--- config.mk ---
export PLATFORM = sky130hd
export DESIGN_NAME = rect_anim_ctrl
export DESIGN_NICKNAME = d
export VERILOG_FILES = /design/src/rtl/rect_anim_pkg.sv /design/src/rtl/frame_tick_div.sv /design/src/rtl/rect_anim_ctrl.sv
export SDC_FILE = /design/constraint.sdc
export NUM_CORES = 1
export LEC_CHECK = 0
export CORE_MARGIN = 3
export CORE_UTILIZATION = 25
export CTS_CLUSTER_SIZE = 40
export DETAILED_ROUTE_END_ITERATION = 10
export PLACE_DENSITY = 0.39
export SYNTH_ARGS = -nofsm -noshare
export SYNTH_HDL_FRONTEND = slang
export SYNTH_HIERARCHICAL = 1
export SYNTH_SLANG_ARGS = --single-unit
--- constraint.sdc ---
create_clock -name i_clk -period 3.3 [get_ports i_clk]
set_clock_uncertainty 0.05 [all_clocks]
set_input_delay 0.66 -clock i_clk [delete_from_list [all_inputs] [get_ports i_clk]]
set_output_delay 0.66 -clock i_clk [all_outputs]
set_load 0.01 [all_outputs]
--- src/rtl/rect_anim_pkg.sv ---
// Shared types for the bouncing-rectangle animation controller: FSM states,
// pixel width type and a width clamp helper.
package rect_anim_pkg;

  typedef enum logic [2:0] {
    S_IDLE   = 3'd0,
    S_MOVE   = 3'd1,
    S_GROW   = 3'd2,
    S_HOLD   = 3'd3,
    S_SHRINK = 3'd4
  } state_t;

  typedef logic [7:0] width_t;

  // Operands are 9 bits so an overshoot past 255 is still clamped correctly.
  function automatic width_t clamp_width(input logic [8:0] v,
                                         input logic [8:0] lo,
                                         input logic [8:0] hi);
    logic [8:0] r;
    if (v < lo)      r = lo;
    else if (v > hi) r = hi;
    else             r = v;
    clamp_width = r[7:0];
  endfunction

endpackage

--- src/rtl/frame_tick_div.sv ---
// Divides the frame strobe by FRAME_DIV; o_tick is combinational with the
// qualifying i_frame. Counter is held at zero while i_en is low.
module frame_tick_div #(
  parameter int FRAME_DIV = 1
) (
  input  logic i_clk,
  input  logic i_rst,
  input  logic i_en,
  input  logic i_frame,
  output logic o_tick
);

  localparam logic [7:0] LAST = 8'(FRAME_DIV - 1);

  logic [7:0] cnt;

  assign o_tick = i_en && i_frame && (cnt == LAST);

  always_ff @(posedge i_clk) begin
    if (i_rst || !i_en) begin
      cnt <= '0;
    end else if (i_frame) begin
      cnt <= (cnt == LAST) ? 8'd0 : cnt + 8'd1;
    end
  end

endmodule

--- src/rtl/rect_anim_ctrl.sv ---
// Per-frame sequencer for the bouncing rectangle: animate pulse, enable level
// and the grow/hold/shrink width effect. Outputs update 1 clk after the tick.
module rect_anim_ctrl
  import rect_anim_pkg::*;
#(
  parameter int FRAME_DIV   = 1,
  parameter int W_INIT      = 64,
  parameter int W_MAX       = 160,
  parameter int W_STEP      = 4,
  parameter int HOLD_FRAMES = 30
) (
  input  logic       i_clk,
  input  logic       i_rst,
  input  logic       i_frame,
  input  logic       i_run,
  input  logic       i_pulse_req,
  output logic       o_animate,
  output logic       o_go_animate,
  output logic [7:0] o_width,
  output logic [2:0] o_state,
  output logic       o_busy
);

  localparam logic [8:0]  INIT9     = 9'(W_INIT);
  localparam logic [8:0]  MAX9      = 9'(W_MAX);
  localparam logic [8:0]  STEP9     = 9'(W_STEP);
  localparam logic [15:0] HOLD_LAST = 16'(HOLD_FRAMES - 1);

  state_t      state, state_n;
  width_t      width_n;
  logic [15:0] hold_cnt, hold_n;
  logic        tick;
  logic        run_en;
  logic [8:0]  grown, shrunk;

  // Enable drops on the edge that leaves for IDLE, so the divider restarts clean.
  assign run_en = (state != S_IDLE) && i_run;

  frame_tick_div #(.FRAME_DIV(FRAME_DIV)) u_div (
    .i_clk   (i_clk),
    .i_rst   (i_rst),
    .i_en    (run_en),
    .i_frame (i_frame),
    .o_tick  (tick)
  );

  assign grown  = {1'b0, o_width} + STEP9;
  assign shrunk = ({1'b0, o_width} >= STEP9) ? {1'b0, o_width} - STEP9 : 9'd0;

  always_comb begin
    state_n = state;
    width_n = o_width;
    hold_n  = hold_cnt;
    if (state == S_IDLE) begin
      if (i_run) state_n = (o_width == width_t'(W_INIT)) ? S_MOVE : S_SHRINK;
    end else if (!i_run) begin
      state_n = S_IDLE;
    end else begin
      case (state)
        S_MOVE: begin
          if (i_pulse_req) state_n = S_GROW;
        end
        S_GROW: begin
          if (tick) begin
            width_n = clamp_width(grown, INIT9, MAX9);
            if (width_n == width_t'(W_MAX)) begin
              state_n = S_HOLD;
              hold_n  = '0;
            end
          end
        end
        S_HOLD: begin
          if (tick) begin
            if (hold_cnt == HOLD_LAST) begin
              state_n = S_SHRINK;
              hold_n  = '0;
            end else begin
              hold_n = hold_cnt + 16'd1;
            end
          end
        end
        S_SHRINK: begin
          if (tick) begin
            width_n = clamp_width(shrunk, INIT9, MAX9);
            if (width_n == width_t'(W_INIT)) state_n = S_MOVE;
          end
        end
        default: state_n = S_IDLE;
      endcase
    end
  end

  always_ff @(posedge i_clk) begin
    if (i_rst) begin
      state        <= S_IDLE;
      o_width      <= width_t'(W_INIT);
      hold_cnt     <= '0;
      o_animate    <= 1'b0;
      o_go_animate <= 1'b0;
    end else begin
      state        <= state_n;
      o_width      <= width_n;
      hold_cnt     <= hold_n;
      o_animate    <= tick;
      o_go_animate <= (state_n != S_IDLE);
    end
  end

  assign o_state = state;
  assign o_busy  = (state == S_GROW) || (state == S_HOLD) || (state == S_SHRINK);

endmodule
Word-level counts from Yosys, hierarchy flattened. Index checks and enable logic that the tools add are counted.

Bits in registers: 37. Input bits: 5. Output and inout bits: 14. Word-level logic and storage cells: 77.

Add/sub/neg operators: 4. Order comparisons: 5. Equality and inequality tests: 12. Mux-type cells: 34. Bitwise gates (word level): 1. Reductions and logical operators: 15.

Operators by type and width (number): $mux W8 (15); $mux W16 (4); $mux W3 (11); $pmux W16 S2 (1); $gt A9 B8 Y1 const B (2); $lt A9 B7 Y1 const B (2); $add A16 B1 Y16 const B (1); $eq A16 B5 Y1 const B (1); $eq A8 B7 Y1 const B (2); $pmux W8 S2 (1); $pmux W3 S4 (1); $add A8 B3 Y9 const B (1); $mux W9 (1); $sub A8 B3 Y9 const B (1); $add A8 B1 Y8 const B (1); $eq A8 B8 Y1 const B (1); $ge A8 B3 Y1 const B (1); $logic_not A8 Y1 (1); $ne A2 B2 Y1 const B (4); $eq A3 B2 Y1 const B (2); $reduce_and A6 Y1 (1); $reduce_bool A3 Y1 (2); $reduce_and A5 Y1 (1); $reduce_bool A2 Y1 (2); other kinds (7) (11).

Longest topological paths before layout.
Depth after elaboration: 16. Gate-level depth with buffers: 12.

By module. Netlist, hierarchy kept.

By module, submodules not included: rect_anim_ctrl (instances 1, cells an instance 265, area an instance 2133.3 sq um, sequential area each 580.6 sq um); frame_tick_div (instances 1, cells an instance 44, area an instance 400.4 sq um, sequential area each 160.2 sq um).

Worst setup path before layout. Ideal clock, no wire load.

Path type: input -> register. From: input i_frame. To: register hold_cnt[12]. Data arrival time: 2667 ps. Data required time: 3164 ps. Slack: 497 ps. Cell stages on the path: 10. Cells stage by stage: buf_2 > nor4b_1 > and3_1 > nand2_1 > nor2_1 > and2_1 > clkbuf_1 > o2111ai_2 > or3_1 > a211oi_1.

Word-level cells in the longest chain between the ends: 4. Elaborated cells between the ends (all ways): 5. Those cells by class: eq/ne: 2; reduce/logical: 3.

Ends and longest elaborated chain: start, declared (RTL line rect_anim_ctrl.sv:14) `input logic i_frame,`; $logic_and A1 B1 Y1 * (2 in a row) (RTL line frame_tick_div.sv:17) `assign o_tick = i_en && i_frame && (cnt == LAST);`; via tick (RTL line rect_anim_ctrl.sv:32) `logic tick;`; $ne A2 B2 Y1 (no line); $reduce_and A6 Y1 (no line) *; end signal, assigned (RTL line rect_anim_ctrl.sv:103) `hold_cnt <= hold_n;`; end, declared (RTL line rect_anim_ctrl.sv:31) `logic [15:0] hold_cnt, hold_n;`.

The timed path passes the listed nets; every way through them passes the cells marked *. A chain may end at the register's enable or synchronous reset.

Worst setup path in the final report. Same ends and word-level chain as after synthesis.

==> impl_metrics.tcl <==
set metrics [dict create \
    status "completed" \
    vdd_drop_max_v 0.000133 \
    drv_slew 0 \
    syn-num-nets 322 \
    topRoutingLayerUsed "met4" \
    totalWireLength_um 7040 \
    drt_pre_antenna_iters 4 \
    antenna_found_initial 0 \
    initial_core_util_pct 25.8 \
    ys_types 70 \
    max_freq_ghz 0.344 \
    initialDrtViolationCount 116 \
    layout_commonest_cell "dfxtp_1" \
    grt_pass1_vias 2330 \
    clkLatencyLatePin_ps 290 \
    cts-resized-gates 0 \
    routed_via_density 5.18 \
    wl_met2_um 3250 \
    min_period_over_period_pct 88.2 \
    clkSinkCount 37 \
    fin_nets 342 \
    gp_congestion 0.850 \
    grtUsageTotal_pct 12.8 \
    yosysSeqAreaShare_pct 29.2 \
    yosys_warnings 6 \
    worstMarginPinSlew_ps 647 \
    core_mm2 0.00982 \
    p_leak_nw 0.980 \
    cts_hold_buf 0 \
    crit_type "in2reg" \
    port_buffers 18 \
    die_w_um 107 \
    post-dp-hpwl_um 5230 \
    ys_async_sr_fraction_pct 0 \
    crit_path_end_kind "register" \
    avgSynthCellArea_um2 8.20 \
    row_count 36 \
    num_antenna_cells 0 \
    grt-ovfl-total 0 \
    hp-class "reg2reg" \
    clkTransAtPathRegs_ps 80 \
    ant_nets 0 \
    area_growth_pct 17.6 \
    cts_setup_buffers 0 \
    setup_violations 0 \
    ys_ff_latch 37 \
    mappedNetlistArea_mm2 0.00253 \
    cts_buffers 5 \
    drive_gt1_share_pct 12.4 \
    grt_max_degree 25 \
    drv_cap 0 \
    wl_met3_um 186 \
    root_buffer "clkbuf_8" \
    die_area_mm2 0.0114 \
    worstPathRequired_ps 3460 \
    synthTopCellsByArea "dfxtp_1 (29%), ha_1 (4.0%), nand2_1 (3.7%)" \
    cts_tree "yes" \
    layout_common_cells "dfxtp_1 (37), nand2_1 (25), nor2_1 (22)" \
    syn_inst 309 \
    htree_levels 2 \
    die_y_um 107 \
    hold_slack_ps 452 \
    io_pins 19 \
    drt-met1-wl_um 3480 \
    vias 2399 \
    worst_slew_margin_rel_pct 56.3 \
    synthFlopType "dfxtp_1" \
    crit_path_start_kind "input pin" \
    grt_pass1_wl_um 11900 \
    clk_path_buf_depth 2 \
    crit_fanout 7 \
    drc 0 \
    cp.arrival_ps 3070 \
    power.density_mw_per_mm2 283 \
    hold_violations 0 \
    synth_edf_count 0 \
    synth_top_area_share_pct 29.2 \
    synth_area_leader_cell "dfxtp_1" \
    setup_tns_ps 0 \
    fin_crit_ps 2910 \
    wl_per_cell_um 15.2 \
    grt_setup_unrepaired "no" \
]
sequential cells by signal, indices dropped and copies added (netlist names):
signal / flops
hold_cnt: 16
o_animate: 1
o_go_animate: 1
o_state: 3
o_width: 8
u_div/cnt: 8
metal layers:
| layer | global-route usage, % | up-vias |
|---|---|---|
| met5 | 0 | - |
| met4 | 4.57 | 0 |
| met3 | 1.93 | 11 |
| met2 | 20.3 | 35 |
| met1 | 17.8 | 1145 |
| li1 | - | 1208 |
per-stage QoR:
step	utilization [%]	area [um2]	setup WS [ps]	std cells	total power, mW
CTS	30.4	2980	397	463	0.860
floorplan	-	2530	497	309	0.479
global placement	29.3	2880	133	455	0.497
global route	30.4	2980	99.4	463	0.883
finish	30.4	2980	390	463	0.845
detailed placement	29.3	2880	84.2	455	0.497
power breakdown:
group,internal (mW),leakage [nW],switching (mW)
Combinational,0.0158,0.628,0.0210
Clock,0.189,0.0542,0.170
Sequential,0.447,0.298,0.00142
Total,0.652,0.980,0.193
path summary, 6_finish.rpt:
check                                 from                         to  slack, ps  cells after the start
setup / recovery                   i_frame  hold_cnt[12]$_SDFFE_PP0P_        390                      9
hold / removal    hold_cnt[8]$_SDFFE_PP0P_   hold_cnt[8]$_SDFFE_PP0P_        450                      2
setup reg to reg   o_width[3]$_SDFFE_PP0P_  hold_cnt[15]$_SDFFE_PP0P_        440                      7
hold reg to reg   hold_cnt[8]$_SDFFE_PP0P_   hold_cnt[8]$_SDFFE_PP0P_        450                      2
logic make-up (layout without fill, tap and decap cells):
family          count (synthesis)  count (layout)  synth area share [%]
simple gates                  132             132                  29.8
compound gates                 88              88                  26.2
flops                          37              37                  29.2
buf+inv                        29              50                  5.38
xor+xnor                       11              11                  3.80
fa+ha+maj                       8               8                  3.95
mux                             4               4                  1.63
worst max-delay path, stage by stage:
cell and delay [ps]:
clkdlybuf4s50_1 470, nor4b_1 330, and3_1 230, nand2_1 90, nor2_1 130, and2_1 310, o2111ai_2 230, or3_1 390
a211oi_1 220
area by class of cell:
type / count / area [um2]
Multi-Input combinational cell: 243 / 1660
Clock inverter: 1 / 5.00
Clock buffer: 7 / 96.3
Inverter: 12 / 45.0
Fill cell: 1103 / 6840
Sequential cell: 37 / 741
Timing Repair Buffer: 30 / 270
Tap cell: 133 / 166
synth_stat cells, types with 2 or more instances:
cell and count:
or3_1 13, buf_2 7, o31ai_1 5, o31a_1 2
or4_1 2, nand3_1 9, nand3_2 2, dfxtp_1 37
a31oi_1 6, nor4b_1 3, xor2_1 7, and4_1 3
inv_1 12, o21a_1 3, mux2i_1 3, clkbuf_1 7
nand2_1 25, a21oi_1 12, nand4_1 9, a211oi_1 12
nor4_1 4, or4_4 2, and3_1 3, nor3_1 9
ha_1 8, nor2_1 22, o211a_1 2, nand2b_1 5
a211oi_2 3, o21ai_0 16, o311ai_0 2, xnor2_1 4
o211ai_1 2, buf_6 2, a211o_1 3, and2_1 6
a21boi_0 2, nor2b_1 3
No activity file was read; power rests on OpenSTA's default activity.
